<file path="src/rtl/reg_alu_seq_if.sv">
// Bundle between the sequencer and its surroundings: program load port,
// run control/status, and the control/data lines that drive reg_alu.
interface reg_alu_seq_if #(
    parameter int DATA_W = 16,
    parameter int RA_W   = 3,
    parameter int PC_W   = 4
);
    logic              start;
    logic              prog_we;
    logic [PC_W-1:0]   prog_addr;
    logic [DATA_W-1:0] prog_data;
    logic              sel;
    logic              wr;
    logic [1:0]        op;
    logic [RA_W-1:0]   rd_addr_a;
    logic [RA_W-1:0]   rd_addr_b;
    logic [RA_W-1:0]   wr_addr;
    logic [DATA_W-1:0] d_in;
    logic              busy;
    logic              done;
    logic [PC_W-1:0]   pc;

    modport master (
        output start, prog_we, prog_addr, prog_data,
        input  sel, wr, op, rd_addr_a, rd_addr_b, wr_addr, d_in, busy, done, pc
    );

    modport slave (
        input  start, prog_we, prog_addr, prog_data,
        output sel, wr, op, rd_addr_a, rd_addr_b, wr_addr, d_in, busy, done, pc
    );
endinterface

</file>
<file path="src/rtl/reg_alu_seq.sv">
// Programmable sequencer for reg_alu: fetches 16-bit words from a 16-entry
// program memory and issues one LDI/ALU register write per instruction until HALT.
module reg_alu_seq #(
    parameter int DATA_W = 16,
    parameter int RA_W   = 3,
    parameter int PC_W   = 4
) (
    input  logic          clk_i,
    input  logic          reset_i,
    reg_alu_seq_if.slave  bus
);
    typedef enum logic [2:0] {IDLE, FETCH, DECODE, IMM, EXEC, DONE} state_e;

    localparam logic [3:0] OPC_LDI  = 4'h1;
    localparam logic [3:0] OPC_HALT = 4'hF;

    state_e            state_q, state_d;
    logic [PC_W-1:0]   pc_q, pc_d;
    // Bits [2:0] of the instruction are never used, so they are not stored.
    logic [DATA_W-1:3] ir_q, ir_d;
    logic [DATA_W-1:0] mem_q [2**PC_W];
    logic [DATA_W-1:0] mem_rd;

    logic              sel, wr;
    logic [1:0]        op;
    logic [DATA_W-1:0] d_in;
    logic              busy;

    assign busy   = (state_q != IDLE);
    assign mem_rd = mem_q[pc_q];

    // Program memory has no reset so a loaded program survives reset.
    always_ff @(posedge clk_i) begin
        if (bus.prog_we && !busy)
            mem_q[bus.prog_addr] <= bus.prog_data;
    end

    always_ff @(posedge clk_i or posedge reset_i) begin
        if (reset_i) begin
            state_q <= IDLE;
            pc_q    <= '0;
            ir_q    <= '0;
        end else begin
            state_q <= state_d;
            pc_q    <= pc_d;
            ir_q    <= ir_d;
        end
    end

    always_comb begin
        state_d = state_q;
        pc_d    = pc_q;
        ir_d    = ir_q;
        sel     = 1'b0;
        wr      = 1'b0;
        op      = 2'b00;
        d_in    = '0;
        case (state_q)
            IDLE: begin
                if (bus.start) begin
                    pc_d    = '0;
                    state_d = FETCH;
                end
            end
            FETCH: begin
                ir_d    = mem_rd[DATA_W-1:3];
                pc_d    = pc_q + PC_W'(1);
                state_d = DECODE;
            end
            DECODE: begin
                if (ir_q[15:12] == OPC_HALT)     state_d = DONE;
                else if (ir_q[15:12] == OPC_LDI) state_d = IMM;
                else if (ir_q[15:14] == 2'b01)   state_d = EXEC;
                else                             state_d = FETCH;
            end
            IMM: begin
                // Immediate is the word after the LDI; pc wraps naturally at 15.
                d_in    = mem_rd;
                wr      = 1'b1;
                pc_d    = pc_q + PC_W'(1);
                state_d = FETCH;
            end
            EXEC: begin
                sel     = 1'b1;
                wr      = 1'b1;
                op      = ir_q[13:12];
                state_d = FETCH;
            end
            DONE:    state_d = IDLE;
            default: state_d = IDLE;
        endcase
    end

    assign bus.sel       = sel;
    assign bus.wr        = wr;
    assign bus.op        = op;
    assign bus.d_in      = d_in;
    assign bus.wr_addr   = ir_q[11:9];
    assign bus.rd_addr_a = ir_q[8:6];
    assign bus.rd_addr_b = ir_q[5:3];
    assign bus.busy      = busy;
    assign bus.done      = (state_q == DONE);
    assign bus.pc        = pc_q;
endmodule

</file>
<file path="src/flat_wrapper.sv">
// flat-port wrapper written by rule: the top's interface ports become plain ports
module reg_alu_seq_flat 
#(
    parameter int DATA_W = 16,
    parameter int RA_W   = 3,
    parameter int PC_W   = 4
)
  (clk_i, reset_i, bus_start, bus_prog_we, bus_prog_addr, bus_prog_data, bus_sel, bus_wr, bus_op, bus_rd_addr_a, bus_rd_addr_b, bus_wr_addr, bus_d_in, bus_busy, bus_done, bus_pc);
  reg_alu_seq_if #(.DATA_W(DATA_W), .RA_W(RA_W), .PC_W(PC_W)) bus_i ();
  input  logic clk_i;
  input  logic reset_i;
  input wire logic [$bits(bus_i.start)-1:0] bus_start;
  input wire logic [$bits(bus_i.prog_we)-1:0] bus_prog_we;
  input wire logic [$bits(bus_i.prog_addr)-1:0] bus_prog_addr;
  input wire logic [$bits(bus_i.prog_data)-1:0] bus_prog_data;
  output wire logic [$bits(bus_i.sel)-1:0] bus_sel;
  output wire logic [$bits(bus_i.wr)-1:0] bus_wr;
  output wire logic [$bits(bus_i.op)-1:0] bus_op;
  output wire logic [$bits(bus_i.rd_addr_a)-1:0] bus_rd_addr_a;
  output wire logic [$bits(bus_i.rd_addr_b)-1:0] bus_rd_addr_b;
  output wire logic [$bits(bus_i.wr_addr)-1:0] bus_wr_addr;
  output wire logic [$bits(bus_i.d_in)-1:0] bus_d_in;
  output wire logic [$bits(bus_i.busy)-1:0] bus_busy;
  output wire logic [$bits(bus_i.done)-1:0] bus_done;
  output wire logic [$bits(bus_i.pc)-1:0] bus_pc;
  assign bus_i.start = bus_start;
  assign bus_i.prog_we = bus_prog_we;
  assign bus_i.prog_addr = bus_prog_addr;
  assign bus_i.prog_data = bus_prog_data;
  assign bus_sel = bus_i.sel;
  assign bus_wr = bus_i.wr;
  assign bus_op = bus_i.op;
  assign bus_rd_addr_a = bus_i.rd_addr_a;
  assign bus_rd_addr_b = bus_i.rd_addr_b;
  assign bus_wr_addr = bus_i.wr_addr;
  assign bus_d_in = bus_i.d_in;
  assign bus_busy = bus_i.busy;
  assign bus_done = bus_i.done;
  assign bus_pc = bus_i.pc;
  reg_alu_seq #(.DATA_W(DATA_W), .RA_W(RA_W), .PC_W(PC_W)) u_core (.clk_i(clk_i), .reset_i(reset_i), .bus(bus_i));
endmodule
</file>
<file path="config.mk">
export PLATFORM = sky130hd
export DESIGN_NAME = reg_alu_seq_flat
export DESIGN_NICKNAME = d
export VERILOG_FILES = /design/src/rtl/reg_alu_seq_if.sv /design/src/rtl/reg_alu_seq.sv /design/src/flat_wrapper.sv
export SDC_FILE = /design/constraint.sdc
export NUM_CORES = 1
export LEC_CHECK = 0
export CAP_MARGIN = 0
export CORE_MARGIN = 4
export CORE_UTILIZATION = 50
export CTS_BUF_LIST = sky130_fd_sc_hd__clkbuf_8
export DETAILED_ROUTE_END_ITERATION = 10
export GPL_TIMING_DRIVEN = 0
export PLACE_DENSITY = 0.72
export SLEW_MARGIN = 20
export SYNTH_ARGS = -nofsm -noshare
export SYNTH_HDL_FRONTEND = slang
export SYNTH_SLANG_ARGS = --single-unit
</file>
<file path="constraint.sdc">
create_clock -name clk_i -period 4.3 [get_ports clk_i]
set_input_delay 0.86 -clock clk_i [delete_from_list [all_inputs] [get_ports clk_i]]
set_output_delay 0.86 -clock clk_i [all_outputs]
set_load 0.1 [all_outputs]
</file>
== Word-level counts from Yosys, hierarchy flattened ==
Memory sizes are Yosys's and may differ from the RTL's.
Index checks and enable logic that the tools add are counted.

* Bits in registers: 20
* Latch bits: 0
* Bits in writable memories: 256
* Memory bits (read-only): 0
* Output and inout port bits: 35
* Logic and storage cells: 35
* Memories: 1

* Add/sub/neg operators: 1
* Multipliers: 0
* Divide/modulo/power cells: 0
* Order comparisons: 0
* Equality and inequality tests: 9
* Shift-type cells: 0
* Multiplexer cells: 13
* Bitwise operators: 0
* Reductions and logical operators: 8

{| class="wikitable"
|+ Memory list
! memory !! depth !! width !! read ports !! clocked after memory_dff !! wr ports !! RTL line !! text
|-
| u_core.mem_q || 16 || 16 || 1 || 0 || 1 || reg_alu_seq.sv:21 || <nowiki>logic [DATA_W-1:0] mem_q [2**PC_W];</nowiki>
|}

{| class="wikitable"
|+ Operators by type and width
! cell !! count
|-
| 2-to-1 mux 16 bit || 1
|-
| 2-to-1 mux 3 bit || 4
|-
| case mux 3 bit (4 select lines) || 1
|-
| case mux 4 bit (2 select lines) || 1
|-
| equality test 3 x 2 -> 1 bit (second input constant) || 2
|-
| equality test 3 bit (second input constant) || 2
|-
| adder 4 x 1 -> 4 bit (second input constant) || 1
|-
| equality test 4 x 1 -> 1 bit (second input constant) || 1
|-
| equality test 4 bit (second input constant) || 1
|-
| 2-to-1 mux 1 bit || 4
|-
| 2-to-1 mux 4 bit || 1
|-
| OR reduction 2 bit || 2
|-
| equality test 3 x 1 -> 1 bit (second input constant) || 1
|-
| zero test 3 bit || 1
|-
| nonzero test 3 bit || 1
|-
| equality test 2 x 1 -> 1 bit (second input constant) || 1
|-
| 2-to-1 mux 2 bit || 1
|-
| inequality test 2 bit (second input constant) || 1
|-
| AND reduction 2 bit || 1
|-
| nonzero test 2 bit || 1
|-
| logical AND 1 bit || 1
|-
| zero test 1 bit || 1
|}

== Longest topological paths before layout ==
* Depth in word-level cells: 5
* Gate-level depth with buffers: 7

== Least setup slack after synthesis ==
No wires, ideal clock.

* Path type: register -> output
* Start point: register u_core.pc_q[2], in the netlist u_core.bus.pc[2]
* End point: output bus_d_in[8]
* Data arrival time: 4.229 ns
* Data required time: 3.440 ns
* Path slack: -0.789 ns
* Stages on the path, launching flop included: 8
* Buffers on the path: 3
* Cells stage by stage: dfrtp_1 > buf_6 > buf_2 > nor2_1 > clkbuf_1 > a22oi_1 > a31oi_1 > a211oi_1

* Cells in the longest elaborated chain, start to end: 2

{| class="wikitable"
|+ Ends and longest elaborated chain
! element !! RTL line !! text
|-
| from (decl) || reg_alu_seq.sv:18 || <nowiki>logic [PC_W-1:0] pc_q, pc_d;</nowiki>
|-
| from (signal assigned) || reg_alu_seq.sv:45 || <nowiki>pc_q <= pc_d;</nowiki>
|-
| memory read (16 x 16 bit) || n/a ||
|-
| 2-to-1 mux 16 bit || reg_alu_seq.sv:58 || <nowiki>case (state_q)</nowiki>
|-
| to (decl) || flat_wrapper.sv:22 || <nowiki>output wire logic [$bits(bus_i.d_in)-1:0] bus_d_in;</nowiki>
|}

Every way passes these cells.

== Worst setup path in the final report ==
* Start point: register u_core.pc_q[2], in the netlist u_core.bus.pc[2]
* End point: output bus_d_in[9]

The elaborated chain is that of the path after synthesis.

==> results.md <==
- The clock reaches the later pin of the worst-skew pair after 0.55 ns.
- The average via count per standard cell is 5.963.
- The root buffer cell chosen for the clock tree is clkbuf_8.
- Routability-driven placement finished with a final weighted congestion of 0.8264.
- The library cell contributing the largest single delay on the critical path is clkdlybuf4s15_2.
- Setup repair after global routing left no endpoint under its margin.
- The layout cell share with drive strength beyond 1 is 0.2240.
- The synthesized netlist cell count is 601.
- For the worst setup path, the data required time is 3.44 ns.
- The final max-slew violation count is 0.
- The number of nets still failing antenna checks after routing is 0.
- The floorplan has 54 rows.
- The critical path is of the reg2out type.
- Once layout is complete, the utilization of the core stands at 0.5997.
- The reg2reg setup slack is 1.41 ns.
- The detailed-route wire length per cell is 25.33 µm.
- The number of cells on the critical path is 8.
- In this run the static leakage power is 4.303 nW.
- The endpoint of the most critical register-to-register path is u_core.mem_q[1][6].
- No sink is reached through more buffers than the 3 on the longest clock path.
- The signal on the critical path passes through buf_6, buf_2, nor2_1, clkbuf_1, a22oi_1, a31oi_1, a211oi_1, clkdlybuf4s15_2.
- For this run, global-route usage on met3 was measured as 0.03374.
- The first element of the critical path is u_core.bus.pc[2].
- The sum of overflow across all layers after global routing is 0.
- Clock-pin slew was measured on the worst setup and hold paths at 0.06 ns.
- In this run the critical register-to-register path is launched from u_core.state_q[0].
- The global routing stage identified its most utilized layer as met2.
- The overall fraction of global-route tracks in use is 0.2146.
- Dividing total power by cell area gives a power density of 611.3 nW/µm².
- At the pin with the least slew margin, the transition time is 0.9864 ns.
- Across the run, the number of max-cap violations was 0.
- Wires add up to 26090 µm.
- Measured in cells, the most critical reg-to-reg path has a length of 6.
- The H-tree was split into 2 levels.
- The worst endpoint data arrival time is 3.31 ns.
- After clock tree synthesis, the setup repair step added 0 buffers.
- The core region is 21820 µm².
- The starting density of the core is 0.5076.
- The area of the multi-input gates is 2751 µm².
- The pre-antenna-repair detailed-routing pass consisted of 6 iterations.
- The number of endpoints with negative hold slack in the final report came to 0.
- For the finished layout, the period the worst path requires is 4.173 ns.
- The total clock buffers created by CTS is 42.
- The flow ran to the end, and the final reports show no timing, DRC or antenna violations.
- The number of antenna diodes in the final layout is 0.
- The number of DRC markers in iteration 0 is 592.
- For this block, the via count after detailed routing is 6142.
- The largest delay contributor family on the critical path is buffers and inverters.
- The most common library cell in the layout ignoring fill and taps is edfxtp_1.
- Counting both buffers and inverters, the worst setup path holds a total of 4.
- The worst ir drop on vdd is 0.3647 mV.
- The global-route wire length before repair is 38410 µm.
- The sort of element at the start of the critical path is a flop.
- Measured along the x axis, the die boundary spans 156.9 µm.
- The number of setup violations in the final report is 0.
- In this run, synthesis inferred 256 flip-flops with an integrated enable.
- The top cell types in the final layout, fill and taps aside, are 256 x edfxtp_1, 65 x mux2i_1, 46 x clkbuf_8.
- The switching power share of the total is 0.3681.
- The total half-perimeter wirelength after legalization and detailed placement is 17280 µm.
- The share of total power in sequential cells is 0.397.
- Counting the fill cells in the layout gives 1580.
- The launch point of the worst hold path is u_core.ir_q[8].
- STA classifies the critical path endpoint as an output port.
- During I/O placement, the number of pins put on the boundary was 59.
- The worst slew slack as a fraction of its limit is 0.3404.
- Yosys printed 0 warnings.
- The most instantiated flip-flop cell in the synthesis netlist is edfxtp_1.
- The met1 routing resource usage after global routing is 0.2876.
- The proportion of synthesized chip area in sequential cells is 0.7391.
- The design internal power is 5.055 mW.
- The area growth from synthesis to final layout is 18.14%.
- Across the whole layout, storage elements account for 8188 µm².
- The class of the tightest hold or removal check is reg2reg.
- The met2 usage is 0.3575.
- In this design, the stage delay of the slowest critical-path cell is 0.61 ns.
- The share of total power dissipated in combinational logic is 0.346.
- The clock arrives with 0.02310 ns of skew.
- The timing-limited maximum frequency is 0.2396 GHz.
- Counting flops and latches in the post-synthesis netlist gives 276.
- The netlist area before placement is 11080 µm².
- Of the total power, the clock network draws 0.257.
- The number of nets handed over by synthesis was 626.
- After synthesis, the share of flip-flops with an asynchronous set or reset is 0.07246.
- The largest fanout on the critical path is 10.
- The largest net degree at the start of global routing is 21.
- After synthesis, the mean cell area works out to 18.43 µm².
- After clock tree synthesis, the flow added hold-fix buffers numbering 0.
- Of the available clock period, the critical path in the final layout requires 0.9705.
- After the last flow step, the layout net total stands at 742.
- From bottom edge to top edge, the die measures 156.9 µm.
- The number of global-route vias before repair is 6379.
- The number of library cell types mapped by synthesis is 41.
- The analysis attributes to net switching a power of 2.945 mW.
- The floorplan die area is 24600 µm².
- After layout, the design draws a total of 8.000 mW.
- In this run the worst setup path terminates at bus_d_in[9].
- The initial antenna violation count is 0.
- The clock sink count is 276.
- TritonCTS built the clock tree.
- The total DRC errors in the routed layout is 0.
- The count of buffers added on input and output ports is 58.
## worst min path at each step
stage                            to  slack [ns]  cells past startpoint
floorplan           u_core.ir_q[10]        0.48                      2
global placement     u_core.ir_q[8]        0.52                      2
detailed placement   u_core.ir_q[8]        0.52                      2
CTS                  u_core.ir_q[8]        0.53                      2
global route         u_core.ir_q[8]        0.58                      2
finish               u_core.ir_q[8]        0.54                      2
## cell usage after synthesis (all sizes together), types with 2 or more instances
master,count,area share
clkbuf,14,0.0047
nand2,39,0.013
nor2,28,0.0095
and2,4,0.0023
nor3,4,0.0018
a22oi,25,0.017
inv,3,0.0010
a31oi,7,0.0040
buf,29,0.018
nor3b,2,0.0014
nor2b,4,0.0023
dfrtp,20,0.045
a22o,3,0.0024
nand2b,4,0.0023
o311ai,7,0.0055
mux2i,65,0.059
nand4b,7,0.0055
edfxtp,256,0.69
mux2,9,0.0091
o22ai,3,0.0017
o21ai,6,0.0027
mux4,38,0.081
a211oi,13,0.0088
## metrics by stage
step / setup slack (ns) / area (µm²) / std cells / setup TNS [ns] / hold slack (ns)
final: 0.1269 / 13090 / 1030 / 0 / 0.5358
after floorplan: -0.7841 / 11120 / 601 / -4.279 / 0.4789
after global routing: 0.01012 / 13090 / 1030 / 0 / 0.5750
after global placement: -0.8469 / 12050 / 939 / -38.04 / 0.5210
after CTS: 0.002152 / 13100 / 1030 / 0 / 0.5336
after detailed placement: 0.03911 / 12280 / 953 / 0 / 0.5192
## power groups by stage
stage          clock network [mW]  logic [mW]  registers (mW)
3_3_place_gp                    0        2.70            3.22
3_5_place_dp                    0        2.77            3.23
5_1_grt                      2.22        2.89            3.18
6_report                     2.06        2.76            3.18
4_1_cts                      2.09        2.76            3.17
2_1_floorplan                   0        1.95            3.28
## routing by layer
metal  up-vias  part of all wire
met3        61             0.068
li1       2664                 -
met5         -                 0
met4         0             0.031
met2       256              0.49
met1      3161              0.41
## worst register-to-register path, cell delays in order (launching register included)
cell and delay [ns]:
dfrtp_1 0.39, clkbuf_1 0.22, or4b_1 0.65, nor2_1 0.18
nand2_1 0.24, nor3_2 0.58, buf_4 0.32
## state kept, by name, indices dropped and copies added, names as in the netlist
register,count
u_core.ir_q,13
u_core.bus.pc,4
u_core.mem_q,256
u_core.state_q,3
## what timing repair did
| action | in CTS | in global routing |
|---|---|---|
| endpoints found under the setup margin | 13 | 11 |
| gates resized for setup | 36 | 13 |
| endpoints found under the hold margin | 0 | 0 |
## kinds of logic (layout without fill, tap and decap cells)
| kind of cell | count (synthesis) | count (layout) | synth area share |
|---|---|---|---|
| fa+ha+maj | 1 | 1 | 0.001129 |
| buf+inv | 46 | 195 | 0.02338 |
| simple gates | 100 | 100 | 0.04382 |
| mux | 112 | 112 | 0.1492 |
| flops | 276 | 276 | 0.7391 |
| compound gates | 66 | 66 | 0.04337 |
## layout make-up
class                           count  share of cell area
Multi-Input combinational cell    279              0.2102
Buffer                             43             0.01902
Tap cell                          280             0.02677
Inverter                            3           0.0008604
Timing Repair Buffer               72             0.05574
Clock inverter                     31             0.01338
Sequential cell                   276              0.6256
Clock buffer                       46             0.04837
Note: power is estimated with default switching activity, not from simulation.
